## config.mk

```make
export PLATFORM = sky130hd
export DESIGN_NAME = regfile_mp
export DESIGN_NICKNAME = d
export VERILOG_FILES = /design/src/rtl/regfile_pkg.sv /design/src/rtl/regfile_scoreboard.sv /design/src/rtl/regfile_mp.sv
export SDC_FILE = /design/constraint.sdc
export NUM_CORES = 2
export LEC_CHECK = 0
export BUFFER_PORTS_ARGS = -buffer_cell sky130_fd_sc_hd__buf_2
export CELL_PAD_IN_SITES_DETAIL_PLACEMENT = 1
export CELL_PAD_IN_SITES_GLOBAL_PLACEMENT = 2
export CORE_MARGIN = 3
export CORE_UTILIZATION = 48
export DETAILED_ROUTE_END_ITERATION = 16
export PLACE_DENSITY_LB_ADDON = 0.25
export SLEW_MARGIN = 40
export SYNTH_ARGS = -nofsm -noshare
export SYNTH_HDL_FRONTEND = slang
export SYNTH_SLANG_ARGS = --single-unit
```

## constraint.sdc

```tcl
create_clock -name clk -period 4.4 [get_ports clk]
set_clock_uncertainty 0.2 [all_clocks]
set_input_delay 0.88 -clock clk [delete_from_list [all_inputs] [get_ports clk]]
set_output_delay 0.88 -clock clk [all_outputs]
set_load 0.01 [all_outputs]
```

## src/rtl/regfile_pkg.sv

```systemverilog
// rtl/regfile_pkg.sv - shared constants and helpers for the multi-port register file
package regfile_pkg;

  localparam int XLEN_DEFAULT  = 32;
  localparam int NREGS_DEFAULT = 32;

  function automatic int calc_aw(input int n);
    return (n <= 2) ? 1 : $clog2(n);
  endfunction

  function automatic int popcount(input logic [63:0] v);
    int c;
    c = 0;
    for (int k = 0; k < 64; k++) c += int'(v[k]);
    return c;
  endfunction

endpackage

```

## src/rtl/regfile_scoreboard.sv

```systemverilog
// rtl/regfile_scoreboard.sv - per-register pending-write bits and incremental busy count
module regfile_scoreboard
  import regfile_pkg::*;
#(
  parameter int NREGS    = NREGS_DEFAULT,
  parameter int NWR      = 1,
  parameter int ZERO_REG = 1,
  parameter int AW       = calc_aw(NREGS)
) (
  input  logic              clk,
  input  logic              rst_n,
  input  logic [NWR-1:0]    i_wr_en,
  input  logic [NWR*AW-1:0] i_wr_addr,
  input  logic              i_iss_valid,
  input  logic [AW-1:0]     i_iss_rd,
  output logic [NREGS-1:0]  o_busy,
  output logic [AW:0]       o_busy_cnt
);

  localparam logic [AW:0] CNT_ONE = (AW + 1)'(1);

  logic [NREGS-1:0] r_busy;
  logic [AW:0]      r_cnt;
  logic [NREGS-1:0] w_set;
  logic [NREGS-1:0] w_clr;
  logic [NREGS-1:0] w_busy_nxt;
  logic [AW:0]      w_cnt_nxt;
  logic [AW-1:0]    w_waddr;
  logic             w_iss_ok;

  always_comb begin
    w_iss_ok  = i_iss_valid && !(ZERO_REG != 0 && i_iss_rd == '0);
    w_set     = '0;
    w_clr     = '0;
    w_waddr   = '0;
    w_cnt_nxt = r_cnt;
    if (w_iss_ok) begin
      w_set[i_iss_rd] = 1'b1;
      if (!r_busy[i_iss_rd]) w_cnt_nxt = w_cnt_nxt + CNT_ONE;
    end
    // A clear counts once per distinct register and only when no same-cycle issue re-arms it.
    for (int i = 0; i < NWR; i++) begin
      if (i_wr_en[i]) begin
        w_waddr = i_wr_addr[i*AW +: AW];
        if (r_busy[w_waddr] && !w_set[w_waddr] && !w_clr[w_waddr])
          w_cnt_nxt = w_cnt_nxt - CNT_ONE;
        w_clr[w_waddr] = 1'b1;
      end
    end
    w_busy_nxt = (r_busy & ~w_clr) | w_set;
  end

  always_ff @(posedge clk or negedge rst_n) begin
    if (!rst_n) begin
      r_busy <= '0;
      r_cnt  <= '0;
    end else begin
      r_busy <= w_busy_nxt;
      r_cnt  <= w_cnt_nxt;
    end
  end

  assign o_busy     = r_busy;
  assign o_busy_cnt = r_cnt;

endmodule

```

## src/rtl/regfile_mp.sv

```systemverilog
// rtl/regfile_mp.sv - multi-port register file with write-through bypass and busy scoreboard
module regfile_mp
  import regfile_pkg::*;
#(
  parameter int XLEN     = XLEN_DEFAULT,
  parameter int NREGS    = NREGS_DEFAULT,
  parameter int NRD      = 2,
  parameter int NWR      = 1,
  parameter int ZERO_REG = 1,
  parameter int BYPASS   = 1,
  localparam int AW      = calc_aw(NREGS)
) (
  input  logic                clk,
  input  logic                rst_n,
  input  logic [NWR-1:0]      RegWEn,
  input  logic [NWR*AW-1:0]   rd_addr,
  input  logic [NWR*XLEN-1:0] rd_data,
  input  logic [NRD*AW-1:0]   rs_addr,
  output logic [NRD*XLEN-1:0] rs_data,
  output logic [NRD-1:0]      rs_busy,
  input  logic                iss_valid,
  input  logic [AW-1:0]       iss_rd,
  output logic [AW:0]         busy_cnt
);

  logic [XLEN-1:0]  r_regs [NREGS];
  logic [NREGS-1:0] w_busy;
  logic [AW-1:0]    w_ra;
  logic [XLEN-1:0]  w_rdat;
  logic             w_hit;

  regfile_scoreboard #(
    .NREGS    (NREGS),
    .NWR      (NWR),
    .ZERO_REG (ZERO_REG),
    .AW       (AW)
  ) u_scoreboard (
    .clk         (clk),
    .rst_n       (rst_n),
    .i_wr_en     (RegWEn),
    .i_wr_addr   (rd_addr),
    .i_iss_valid (iss_valid),
    .i_iss_rd    (iss_rd),
    .o_busy      (w_busy),
    .o_busy_cnt  (busy_cnt)
  );

  // Ports are applied in index order so the higher port wins a same-register conflict.
  always_ff @(posedge clk or negedge rst_n) begin
    if (!rst_n) begin
      for (int k = 0; k < NREGS; k++) r_regs[k] <= '0;
    end else begin
      for (int i = 0; i < NWR; i++) begin
        if (RegWEn[i] && !(ZERO_REG != 0 && rd_addr[i*AW +: AW] == '0))
          r_regs[rd_addr[i*AW +: AW]] <= rd_data[i*XLEN +: XLEN];
      end
    end
  end

  always_comb begin
    rs_data = '0;
    rs_busy = '0;
    w_ra    = '0;
    w_rdat  = '0;
    w_hit   = 1'b0;
    for (int j = 0; j < NRD; j++) begin
      w_ra   = rs_addr[j*AW +: AW];
      w_rdat = r_regs[w_ra];
      w_hit  = 1'b0;
      for (int i = 0; i < NWR; i++) begin
        if (BYPASS != 0 && RegWEn[i] && rd_addr[i*AW +: AW] == w_ra) begin
          w_rdat = rd_data[i*XLEN +: XLEN];
          w_hit  = 1'b1;
        end
      end
      if (ZERO_REG != 0 && w_ra == '0) w_rdat = '0;
      rs_data[j*XLEN +: XLEN] = w_rdat;
      rs_busy[j]              = w_busy[w_ra] && !w_hit;
    end
  end

endmodule

```

==> flow_summary.json <==
{
  "status": "finished, final reports clean",
  "crit_path_start_kind": "input port",
  "grt_pass1_vias": 40600,
  "power.density_nw_per_um2": 465,
  "async_flop_share": 1.00,
  "hold_viol_final": 0,
  "ys_warn_count": 0,
  "numClockSinks": 1062,
  "syn_area_per_cell_um2": 15.8,
  "end_kind": "output pin",
  "drt-initial-drc-count": 3218,
  "die_height_um": 353,
  "slew_headroom": 0.427,
  "drive_gt1_frac": 0.566,
  "grt_pass1_wl_um": 284000,
  "drc": 0,
  "peakVddDrop_v": 0.000346,
  "multi_input_area_um2": 29800,
  "crit_type": "in -> out",
  "clock_latency_ns": 0.71,
  "wire_per_inst_um": 35.6,
  "ys_seq_area_frac": 0.459,
  "regArea_um2": 26600,
  "synth-edff-count": 0,
  "clock-root-buffer": "clkbuf_16",
  "placed_area_um2": 61700,
  "syn_area_um2": 57900,
  "crit_arrival_ns": 3.25,
  "design_area_um2": 65900,
  "viasPerCell": 6.83,
  "syn-num-nets": 3722,
  "gp_congestion": 0.844,
  "post-route-period-util": 0.985,
  "min_period_ns": 4.33,
  "setup_viol": 0,
  "grt_start_max_net_pins": 134,
  "clk_pin_slew_ns": 0.06,
  "crit_fanout": 25,
  "antenna_found_initial": 5,
  "portBuffers": 127,
  "ant_nets": 0,
  "worst_pin_slew_ns": 0.860,
  "fill_cells": 10800,
  "hp-start": "r_regs[1019]",
  "startpoint": "rs_addr[0]",
  "dp_hpwl_um": 115000,
  "drv_slew": 0,
  "cp_data_required_time_ns": 3.32,
  "ios": 128,
  "coreArea_um2": 119000,
  "cts_buffers": 117,
  "hold_class": "reg -> reg",
  "drv_cap": 0,
  "initial_core_util": 0.487,
  "r2r_start": "u_scoreboard.o_busy[21]",
  "max_freq_ghz": 0.231,
  "synthFlopType": "dfrtp_1",
  "fp-row-count": 126,
  "die-area_um2": 125000,
  "syn_inst": 3664,
  "p_leak_nw": 28.2,
  "nets": 3755,
  "yosys_register_bits": 1062,
  "htree_levels": 3,
  "syn_to_final_growth_pct": 13.8,
  "overflow": 0,
  "power_mw": 30.7,
  "cts_tree": "yes",
  "rsz0062_at_grt": "false",
  "vias": 36900,
  "clockBufferDepth": 3,
  "gr-usage-all-layers": 0.308,
  "yosys.cell_types.count": 66,
  "die_w_um": 353,
  "dr.pass1.iters": 5,
  "wirelength_um": 192000
}
Yosys cell counts, drive strengths merged (4+ instances only):
master  instances  area [µm²]
mux2          995       11200
nand4           6        58.8
dfrtp        1062       26600
nand3           9        45.0
nor2b          22         145
mux2i         100        1000
nand2          22        82.6
and3            4        25.0
xor2            9        78.8
xnor2          11        96.3
buf           201        1020
clkbuf        231         867
a21oi          19        95.1
nor3b          10        80.1
a22o           13         114
nor4b           4        56.3
mux4          646       14500
or3             4        25.0
nand3b          8        63.8
a211oi         93         711
a31oi           5        46.3
nor2           97         364
o21ai          45         229
power by group:
group / switching (mW) / total (mW) / leakage, nW / internal [mW]
Sequential: 1.62 / 13.3 / 13.6 / 11.7
Combinational: 2.66 / 6.72 / 12.6 / 4.06
Clock: 4.26 / 10.7 / 2.06 / 6.41
cell families after synthesis:
logic type      count (synthesis)  share of synthesized area
compound gates                193                     0.0235
xor+xnor                       20                    0.00302
fa+ha+maj                       2                   0.000432
buf+inv                       435                     0.0328
flops                        1062                      0.459
mux                          1741                      0.462
simple gates                  211                     0.0197
stage by stage:
stage               hold slack (ns)  setup slack [ns]  TNS [ns]  instances   util
finish                        0.196            0.0666         0       5393  0.555
global route                  0.210            0.0204         0       5392  0.555
CTS                           0.197            0.0280         0       5392  0.554
detailed placement            0.184           -0.0747   -0.0747       5177  0.519
global placement              0.177           -0.0704   -0.0704       5177  0.519
floorplan                     0.241             0.548         0       3664      -
repair_timing:
| action | 4_1_cts | 5_1_grt |
|---|---|---|
| setup endpoints to repair | 1 | 3 |
| resized for setup | 1 | 6 |
| buffers inserted | 0 | 0 |
| hold buffers | 1 | 0 |
| hold endpoints to repair | 32 | 0 |
layout by cell type (no fill, tap or decap), drive strengths merged, types with 25 or more instances in the layout:
| master | count |
|---|---|
| nor2 | 97 |
| buf | 345 |
| a211oi | 93 |
| dfrtp | 1062 |
| mux2i | 100 |
| o21ai | 45 |
| clkbuf | 165 |
| mux4 | 646 |
| mux2 | 995 |
| clkinv | 25 |
sequential cells by signal (all words and copies together), names as in the netlist:
signal	count
r_regs	1024
u_scoreboard.o_busy	32
u_scoreboard.o_busy_cnt	6
final cells by class:
type | count | share of cell area
inverters | 3 | 0.000171
clock inverters | 49 | 0.0107
multi-input cells | 2167 | 0.451
repair buffers | 346 | 0.0517
diodes | 1 | 0.0000379
clock buffers | 165 | 0.0527
flip-flops and latches | 1062 | 0.403
well taps | 1600 | 0.0304
worst paths after layout:
path	to	slack, ns	cells past startpoint
worst max register to register	u_scoreboard.o_busy_cnt[4]	1.63	8
worst min register to register	r_regs[1019]	0.20	0
worst max-delay path	rs_data[30]	0.07	7
worst min-delay path	r_regs[1019]	0.20	0
max in group asynchronous	r_regs[814]	2.20	4
min in group asynchronous	r_regs[953]	0.47	2
critical path: stages:
cell,delay (ns)
buf_8,0.22
buf_12,0.27
mux4_2,0.54
mux4_2,0.48
mux2i_1,0.45
a211oi_1,0.18
buf_2,0.17
routing by layer:
layer	track usage	routed length [µm]	up-vias
met4	0.123	8200	4
met1	0.418	78500	20500
met5	0	25	-
met2	0.496	92200	1512
met3	0.0553	13000	439
li1	-	-	14400
No activity file was read; power rests on OpenSTA's default activity.
